$ cat config.mk
export PLATFORM = sky130hd
export DESIGN_NAME = feed_scheduler
export DESIGN_NICKNAME = d
export VERILOG_FILES = /design/src/rtl/feed_scheduler.sv
export SDC_FILE = /design/constraint.sdc
export NUM_CORES = 1
export LEC_CHECK = 0
export ABC_CLOCK_PERIOD_IN_PS = 3900
export CAP_MARGIN = 20
export CORE_MARGIN = 2
export CORE_UTILIZATION = 60
export DETAILED_ROUTE_END_ITERATION = 12
export PLACE_DENSITY = 0.85
export SLEW_MARGIN = 30
export SYNTH_ARGS = -nofsm -noshare
export SYNTH_HDL_FRONTEND = slang
export SYNTH_SLANG_ARGS = --single-unit
$ cat constraint.sdc
create_clock -name Clk -period 3.9 [get_ports Clk]
set_input_delay 0.39 -clock Clk [delete_from_list [all_inputs] [get_ports Clk]]
set_output_delay 0.39 -clock Clk [all_outputs]
set_load 0.02 [all_outputs]
$ cat src/rtl/feed_scheduler.sv
// feed_scheduler
//   Watches the running 24h BCD time bus and decides when the pet feeder
//   dispenses. Holds NUM_SLOTS programmable HH:MM feed times plus a manual
//   feed key, runs the motor for DISPENSE_SECONDS second ticks, then locks
//   out further dispensing for COOLDOWN_SECONDS ticks. One trigger arriving
//   while busy is remembered and served when the cooldown ends.
//
// Ports
//   Clk, nReset                       clock, synchronous active-low reset
//   chour2..csecond1                  current time, BCD digits
//   wr_en, wr_slot, wr_hour2..wr_minute1, wr_enable
//                                     slot write port (one-cycle strobe)
//   nFeed                             manual feed key, active low, synchronised
//   motor_on                          dispense motor drive
//   busy                              FSM not idle
//   feed_count                        dispenses since reset, saturating at 255
//   last_slot                         slot behind the latest scheduled dispense
//   last_manual                       latest dispense came from the key
//   wr_err                            one-cycle pulse on a rejected write
module feed_scheduler #(
  parameter int NUM_SLOTS        = 4,
  parameter int DISPENSE_SECONDS = 5,
  parameter int COOLDOWN_SECONDS = 10,
  localparam int SW = $clog2(NUM_SLOTS)
) (
  input  logic          Clk,
  input  logic          nReset,
  input  logic [3:0]    chour2,
  input  logic [3:0]    chour1,
  input  logic [3:0]    cminute2,
  input  logic [3:0]    cminute1,
  input  logic [3:0]    csecond2,
  input  logic [3:0]    csecond1,
  input  logic          wr_en,
  input  logic [SW-1:0] wr_slot,
  input  logic [3:0]    wr_hour2,
  input  logic [3:0]    wr_hour1,
  input  logic [3:0]    wr_minute2,
  input  logic [3:0]    wr_minute1,
  input  logic          wr_enable,
  input  logic          nFeed,
  output logic          motor_on,
  output logic          busy,
  output logic [7:0]    feed_count,
  output logic [SW-1:0] last_slot,
  output logic          last_manual,
  output logic          wr_err
);

  typedef enum logic [1:0] {
    IDLE     = 2'd0,
    DISPENSE = 2'd1,
    COOLDOWN = 2'd2
  } state_t;

  localparam logic [7:0] DISP_CNT = 8'(DISPENSE_SECONDS);
  localparam logic [7:0] COOL_CNT = 8'(COOLDOWN_SECONDS);

  // Slot storage
  logic [3:0] slot_h2 [NUM_SLOTS];
  logic [3:0] slot_h1 [NUM_SLOTS];
  logic [3:0] slot_m2 [NUM_SLOTS];
  logic [3:0] slot_m1 [NUM_SLOTS];
  logic       slot_en [NUM_SLOTS];

  // Edge detect history
  logic [3:0] prev_sec;
  logic       prev_feed;

  // FSM state and registers
  state_t        state, state_n;
  logic [7:0]    cnt, cnt_n;
  logic          pending, pending_n;
  logic [SW-1:0] pend_slot, pend_slot_n;
  logic          pend_manual, pend_manual_n;
  logic [7:0]    feed_count_n;
  logic [SW-1:0] last_slot_n;
  logic          last_manual_n;

  // Trigger decode
  logic          tick;
  logic          at_minute;
  logic          match;
  logic [SW-1:0] match_idx;
  logic          manual_edge;
  logic          trigger;
  logic          wr_ok;

  // Dispense start request from the FSM
  logic          start;
  logic [SW-1:0] start_slot;
  logic          start_manual;

  assign tick        = (csecond1 != prev_sec);
  assign at_minute   = tick && (csecond2 == 4'd0) && (csecond1 == 4'd0);
  assign manual_edge = prev_feed && !nFeed;
  assign trigger     = match || manual_edge;

  assign wr_ok = (wr_hour2 <= 4'd2) && (wr_hour1 <= 4'd9) &&
                 (wr_minute2 <= 4'd5) && (wr_minute1 <= 4'd9) &&
                 !((wr_hour2 == 4'd2) && (wr_hour1 > 4'd3)) &&
                 (int'(wr_slot) < NUM_SLOTS);

  assign motor_on = (state == DISPENSE);
  assign busy     = (state != IDLE);

  // Lowest enabled matching slot wins; registered contents give the
  // pre-write view when a write lands in the same cycle.
  always_comb begin
    match     = 1'b0;
    match_idx = '0;
    for (int unsigned i = 0; i < NUM_SLOTS; i++) begin
      if (!match && at_minute && slot_en[i] &&
          slot_h2[i] == chour2 && slot_h1[i] == chour1 &&
          slot_m2[i] == cminute2 && slot_m1[i] == cminute1) begin
        match     = 1'b1;
        match_idx = SW'(i);
      end
    end
  end

  always_comb begin
    state_n       = state;
    cnt_n         = cnt;
    pending_n     = pending;
    pend_slot_n   = pend_slot;
    pend_manual_n = pend_manual;
    start         = 1'b0;
    start_slot    = match_idx;
    start_manual  = !match;

    case (state)
      IDLE: begin
        if (trigger) start = 1'b1;
      end

      DISPENSE: begin
        if (tick) begin
          if (cnt <= 8'd1) begin
            state_n = COOLDOWN;
            cnt_n   = COOL_CNT;
          end else begin
            cnt_n = cnt - 8'd1;
          end
        end
        if (trigger && !pending) begin
          pending_n     = 1'b1;
          pend_slot_n   = match_idx;
          pend_manual_n = !match;
        end
      end

      COOLDOWN: begin
        // cnt==0 on entry covers a zero-length cooldown
        if (cnt == 8'd0 || (tick && cnt == 8'd1)) begin
          if (pending) begin
            start        = 1'b1;
            start_slot   = pend_slot;
            start_manual = pend_manual;
            pending_n    = 1'b0;
          end else if (trigger) begin
            start = 1'b1;
          end else begin
            state_n = IDLE;
          end
        end else begin
          if (tick) cnt_n = cnt - 8'd1;
          if (trigger && !pending) begin
            pending_n     = 1'b1;
            pend_slot_n   = match_idx;
            pend_manual_n = !match;
          end
        end
      end

      default: state_n = IDLE;
    endcase

    if (start) begin
      state_n = DISPENSE;
      cnt_n   = DISP_CNT;
    end
  end

  always_comb begin
    feed_count_n  = feed_count;
    last_slot_n   = last_slot;
    last_manual_n = last_manual;
    if (start) begin
      if (feed_count != 8'hFF) feed_count_n = feed_count + 8'd1;
      if (!start_manual) last_slot_n = start_slot;
      last_manual_n = start_manual;
    end
  end

  always_ff @(posedge Clk) begin
    if (!nReset) begin
      state       <= IDLE;
      cnt         <= '0;
      pending     <= 1'b0;
      pend_slot   <= '0;
      pend_manual <= 1'b0;
      feed_count  <= '0;
      last_slot   <= '0;
      last_manual <= 1'b0;
      prev_sec    <= csecond1;
      prev_feed   <= 1'b1;
    end else begin
      state       <= state_n;
      cnt         <= cnt_n;
      pending     <= pending_n;
      pend_slot   <= pend_slot_n;
      pend_manual <= pend_manual_n;
      feed_count  <= feed_count_n;
      last_slot   <= last_slot_n;
      last_manual <= last_manual_n;
      prev_sec    <= csecond1;
      prev_feed   <= nFeed;
    end
  end

  always_ff @(posedge Clk) begin
    if (!nReset) begin
      wr_err <= 1'b0;
      for (int unsigned i = 0; i < NUM_SLOTS; i++) begin
        slot_h2[i] <= '0;
        slot_h1[i] <= '0;
        slot_m2[i] <= '0;
        slot_m1[i] <= '0;
        slot_en[i] <= 1'b0;
      end
    end else begin
      wr_err <= wr_en && !wr_ok;
      if (wr_en && wr_ok) begin
        slot_h2[wr_slot] <= wr_hour2;
        slot_h1[wr_slot] <= wr_hour1;
        slot_m2[wr_slot] <= wr_minute2;
        slot_m1[wr_slot] <= wr_minute1;
        slot_en[wr_slot] <= wr_enable;
      end
    end
  end

endmodule

==> results of run 1 <==
[per-stage QoR]
stage                     cells  power (mW)
after CTS                   613        2.82
after global routing        613        2.97
after global placement      597        2.16
after floorplan             449        1.93
after detailed placement    597        2.20
final                       613        2.82
[metal layers]
metal | up-vias | track usage, % | wire length (um)
li1 | 1679 | - | -
met1 | 1709 | 36.0 | 4680
met2 | 175 | 45.0 | 5450
met3 | 22 | 3.67 | 871
met4 | 0 | 9.78 | 246
met5 | - | 0 | 0
[Yosys cell counts, types with 5 or more instances]
library cell,number,area (um^2)
a21oi_1,13,65.1
and2_1,53,332
and3_1,5,31.3
clkbuf_1,19,71.3
dfxtp_1,34,681
edfxtp_1,65,1950
ha_1,7,87.6
inv_1,9,33.8
nand2_1,26,97.6
nand2b_1,7,43.8
nand3_1,7,35.0
nand4_1,11,68.8
nor2_1,19,71.3
nor3_1,11,55.1
nor4_1,9,56.3
o21ai_0,9,45.0
xnor2_1,60,526
xor2_1,14,123
[critical path: stages]
cell and delay (ps):
clkdlybuf4s50_1 500, a2111oi_0 400, and3_1 290, and3_1 210, buf_4 210, and3b_1 200
nand2b_1 730
[report_power, final]
part | internal (mW) | leakage, nW | switching (mW)
Sequential | 1.22 | 0.899 | 0.0898
Combinational | 0.378 | 1.09 | 0.500
Clock | 0.292 | 0.0913 | 0.346
Total | 1.89 | 2.08 | 0.935
[sequential cells by signal, indices dropped and copies added, names as in the netlist]
signal,flops
slot_m1,16
cnt,8
state,2
slot_h1,16
prev_sec,4
slot_m2,16
feed_count,8
slot_en,4
slot_h2,16
wr_err,1
last_manual,1
pending,1
pend_slot,2
prev_feed,1
pend_manual,1
last_slot,2
[worst max path at each step]
stage | end | cells after the start | slack, ps | from
after floorplan | slot_h1[0][0]$_SDFFCE_PN0P_ | 6 | 1510 | wr_minute2[2]
after global placement | slot_m1[0][3]$_SDFFCE_PN0P_ | 7 | 680 | wr_minute2[2]
after detailed placement | slot_m1[2][0]$_SDFFCE_PN0P_ | 7 | 580 | wr_minute2[2]
after CTS | slot_m1[0][0]$_SDFFCE_PN0P_ | 7 | 940 | wr_minute2[2]
after global routing | slot_m1[0][0]$_SDFFCE_PN0P_ | 7 | 770 | wr_minute2[2]
final | slot_m1[2][0]$_SDFFCE_PN0P_ | 7 | 920 | wr_minute2[2]
[logic make-up after synthesis]
family | after synthesis
AO/OA/AOI/OAI | 55
buffers and inverters | 30
AND/OR/NAND/NOR | 167
XOR/XNOR | 74
flip-flops | 99
other | 1
adder cells (fa/ha/maj) | 7
multiplexers | 5
[cell type report]
cell class	count	share of cell area [%]
sequential	99	45.2
multi-input combinational	320	37.6
timing repair buffer	67	11.2
clock buffer	10	2.19
tap	102	2.19
clock inverter	6	0.968
inverter	9	0.581
==> metrics.txt, run 1 <==
register area share after synthesis=53.7%; vias per inst=5.85; Syn Std Cell Area=4900 um^2; number of synthesized register bits=99; clock sinks=99; initial core utilization=62.8%; number of nets with antenna violations after routing=0; CTS max path bufs=2; placed inst area=5630 um^2; max-cap viol count=0; Layout fillers=542; core box area=7810 um^2; Tcrit/Tclk final=76.3%; antenna violations before repair=0; antenna cells=0; mux share of post-synthesis cell area=between 1 and 1.5%; ys async rst share=0%; root buf cell=clkbuf_8; pre-CTS WS=578 ps; DRT Pass-1 Iters=5; IO Port Bufs=60; Simple-Gate Fraction of Synth Area=19.5%; Leak=2.08 nW; Worst-path clk slew=90 ps; gr usage total=26.9%; final hold violation count=0; Avg Inst Size Synth=11.2 um^2; DRC Markers=0; Seq. cell area=2630 um^2; Total Routed Length=11.2 mm; vias in the first global route=approximately 3,500; fmax=between 300 and 400 MHz; # rows=32; FF-to-FF setup slack=about 1300 ps; CTS tree=done; hold crit path type=reg -> reg; first-pass GRT wire length=17.8 mm; RR Startpoint=cnt[0]$_SDFFE_PN0P_; area of the multi-input gates=~2200 um^2; post-layout util=74.5%; share of cells above drive strength 1=6.46%; RSZ-0062 raised after global routing=false; Synth Flop Type=edfxtp_1; post-route cell area=5820 um^2; RePlAce Congestion=0.845; largest family of logic cells by synthesized area=simple AND/OR/NAND/NOR gates; commonest non-fill, non-tap cells in the layout=edfxtp_1, xnor2_1, clkdlybuf4s50_1; Layout area overhead=18.7%; hold depth=2; FF-to-FF path depth=9; Worst Hold Endpoint=pend_slot[1]$_SDFFE_PN0P_; critical path arrival=2950 ps; Final WS setup=923 ps; Chip Height=94.4 um; xor and xnor area share after synthesis=13.2%; Unique masters post-synth=57; critical path class=in -> reg; hold_ws=460 ps; r2r endpoint=cnt[5]$_SDFFE_PP0P_; WP data required=slightly below 4000 ps; num ports=61; Final HPWL DP=7.88 mm; Synthesis Warnings=0; final max-slew violation count=0; Wirelength per Cell=approximately 18 um; Final setup viols=0; Final min period=around 3000 ps; Synth Area in Compound Gates=8.12%; most common cell after layout, fill and taps aside=edfxtp_1; largest net degree at the start of global routing=18; die width=94.4 um; Critical Path Fanout Max=16; worst vdd ir=253 uV; die area=roughly 8900 um^2; EDFF count, synth=65; post_cts resized=0; max_slew headroom=37.7%; H-tree level count=3; Worst-Margin Slew=slightly above 900 ps; clock latency on the worst-skew pair=about 360 ps; clk_skew=15.5 ps; hold_sp=pend_slot[1]$_SDFFE_PN0P_; total grt overflow=0; synthesized-area fraction occupied by adder cells=under 10%; nets@finish=560; CP endpoint kind=flop; final setup TNS=0 ps; outcome=completed; CTS buffer count=9; Power Dens Cells=486 nW/um^2; Synth Instances=roughly 440; CP startpoint kind=input port; via count=3,585; postcts setup bufs=0; hold-fix buffers at CTS=0; initial DRC count=243
Power figures use the tool's default switching activity.
==> run 2, diff against run 1 <==
--- a/config.mk
+++ b/config.mk
@@ -5,12 +5,12 @@
 export SDC_FILE = /design/constraint.sdc
 export NUM_CORES = 1
 export LEC_CHECK = 0
-export ABC_CLOCK_PERIOD_IN_PS = 3900
+export ABC_CLOCK_PERIOD_IN_PS = 2900
 export CAP_MARGIN = 20
 export CORE_MARGIN = 2
-export CORE_UTILIZATION = 60
+export CORE_UTILIZATION = 56
 export DETAILED_ROUTE_END_ITERATION = 12
-export PLACE_DENSITY = 0.85
+export PLACE_DENSITY = 0.8
 export SLEW_MARGIN = 30
 export SYNTH_ARGS = -nofsm -noshare
 export SYNTH_HDL_FRONTEND = slang
==> constraint.sdc (replaced) <==
create_clock -name Clk -period 2.9 [get_ports Clk]
set_input_delay 0.29 -clock Clk [delete_from_list [all_inputs] [get_ports Clk]]
set_output_delay 0.29 -clock Clk [all_outputs]
set_load 0.02 [all_outputs]
==> run 2 against run 1 <==
Compared with the run above: critical endpoint is now feed_count[5]$_SDFFE_PN0P_; flip-flop and latch count is the same; largest power group unchanged; critical path type unchanged; clock skew shrank 3.2 ps; wire length shrank 4.3%.
==> metrics.txt, run 2 (synthesis gave the netlist of run 1 again) <==
hold crit path type=in -> reg; RR Startpoint=slot_h1[3][0]$_DFFE_PP_; CTS max path bufs=2 (unchanged); pre-CTS WS=-92.4 ps (-671 ps); Worst-Margin Slew=530 ps (-404 ps); worst vdd ir=310 uV (+22%); Seq pwr share=47.2% (+0.8 points); Seq. cell area=2630 um^2 (unchanged); combinational share of power=32.8% (+1.7 points); Detail Route met2 WL=5.27 mm (-3.2%); DRC Markers=0 (unchanged); antenna cells=0 (unchanged); final hold violation count=0 (unchanged); die area=9520 um^2 (+6.8%); CP cell instances=clkdlybuf4s50_1 > xnor2_1 > nand4_1 > nor3_1 > a32oi_2 > nand3_2 > o211ai_1 > buf_4 > or4_1 > a21oi_1; Tot Pwr=3.73 mW (+32%); CTS buffer count=9 (unchanged); Leak=2.15 nW (+3.1%); antenna violations before repair=0 (unchanged); share of cells above drive strength 1=8.95% (+2.5 points); hold_sp=csecond1[2]; IO Port Bufs=60 (unchanged); max_slew headroom=64.7% (+27 points); first-pass GRT wire length=17.7 mm (-0.54%); Final WS setup=185 ps (-738 ps); Wirelength per Cell=17.0 um (-7.3%); Layout area overhead=20.7%; num ports=61 (unchanged); Total Routed Length=10.8 mm (-4.3%); WP data required=3190 ps (-680 ps); CTS tree=done; Setup crit start=chour1[0]; max layer used=met4; CP endpoint kind=flop; largest net degree at the start of global routing=18 (unchanged); CP startpoint kind=input port; via count=3,525 (-1.7%); Crit path largest cell delay=530 ps (-200 ps); final max-slew violation count=0 (unchanged); core box area=8590 um^2 (+10%); Layout fillers=668 (+23%); vias in the first global route=3,487 (+1.0%); initial core utilization=57.0% (-5.7 points); Chip Height=97.6 um (+3.4%); WL met1=4.69 mm (+0.26%); hold-fix buffers at CTS=0 (unchanged); RSZ-0062 raised after global routing=false; Tcrit/Tclk final=93.6%; Worst-path clk slew=90 ps (about the same); met3 wire len=613 um (-30%); postcts setup bufs=0 (unchanged); clock latency on the worst-skew pair=360 ps (about the same); vias per inst=5.57 (-4.8%); critical path class=in -> reg; CP max-delay cell=clkdlybuf4s50_1; area of the multi-input gates=2190 um^2 (unchanged); # rows=34 (+6.3%); max-cap viol count=0 (unchanged); nets@finish=575 (+2.7%); root buf cell=clkbuf_8; Final setup viols=0 (unchanged); clock sinks=99 (unchanged); Power Dens Cells=631 nW/um^2 (+30%); Final HPWL DP=7.86 mm (-0.33%); post_cts resized=0 (unchanged); RePlAce Congestion=0.866 (+2.5%); gr usage total=23.9% (-2.9 points); hold_ws=456 ps (-4.49 ps); number of nets with antenna violations after routing=0 (unchanged); clk_skew=12.3 ps (-3.19 ps); fmax=368 MHz; power share of the clock group=20.0% (-2.6 points); cell internal pwr=2.49 mW (+32%); Critical Path Fanout Max=8 (-8); H-tree level count=3 (unchanged); buffers plus inverters on the worst setup path=2 (unchanged); Final min period=2720 ps; outcome=completed; most common cell after layout, fill and taps aside=edfxtp_1; die width=97.6 um (+3.4%); CP top delay family=simple AND/OR/NAND/NOR gates; commonest non-fill, non-tap cells in the layout=edfxtp_1, xnor2_1, clkdlybuf4s50_1; switch share=33.2% (+0.12 points); initial DRC count=184 (-24%); Psw=1.24 mW (+33%); DRT Pass-1 Iters=5 (unchanged); critical path arrival=3010 ps (+60 ps); total grt overflow=0 (unchanged)
## run 2: cell types whose count changed in the layout (fill, tap and decap cells not counted), sizes merged
cell / previous run / this run
clkinvlp: 1 / 0
clkbuf: 10 / 11
buf: 7 / 22
bufinv: 1 / 0
## run 2: final cells by class
cell class                      count  share of cell area, %
Timing Repair Buffer               82                   13.2
Sequential cell                    99                   44.5
Inverter                            9                  0.571
Clock inverter                      4                  0.317
Tap cell                          108                   2.28
Clock buffer                       11                   2.22
Multi-Input combinational cell    320                   37.0
## run 2: final timing paths
check	endpoint	slack, ps	cells past startpoint
min	prev_sec[2]$_DFF_P_	460	1
max reg2reg	feed_count[5]$_SDFFE_PN0P_	330	9
max	feed_count[5]$_SDFFE_PN0P_	180	10
min reg2reg	pend_slot[1]$_SDFFE_PN0P_	460	2
## run 2: through the flow
| step | utilization (%) | std cells | setup TNS (ps) | instance area [um^2] |
|---|---|---|---|---|
| after floorplan | - | 449 | 0 | 4940 |
| after global placement | 67.1 | 618 | 0 | 5770 |
| after detailed placement | 67.1 | 618 | -134 | 5770 |
| after CTS | 68.9 | 633 | 0 | 5920 |
| after global routing | 68.9 | 633 | 0 | 5920 |
| final | 68.9 | 633 | 0 | 5920 |
## run 2: layer usage
layer | up-vias | global-route usage (%)
li1 | 1702 | -
met1 | 1684 | 33.1
met2 | 123 | 38.4
met3 | 16 | 4.39
met4 | 0 | 7.69
met5 | - | 0
## run 2: power by group through the flow
stage	Combinational, mW	Clock [mW]	Sequential (mW)
2_1_floorplan	0.817	0	1.78
3_3_place_gp	1.16	0	1.78
3_5_place_dp	1.21	0	1.79
4_1_cts	1.22	0.760	1.76
5_1_grt	1.36	0.811	1.78
6_report	1.22	0.747	1.76
## run 2: worst reg2reg max path, stage by stage, from the launching register on
cell      delay [ps]
edfxtp_1         390
xnor2_1          280
nand4_1          150
nor3_1           400
a32oi_2          210
nand3_2          170
o211ai_1         110
buf_4            170
or4_1            470
a21oi_1          160
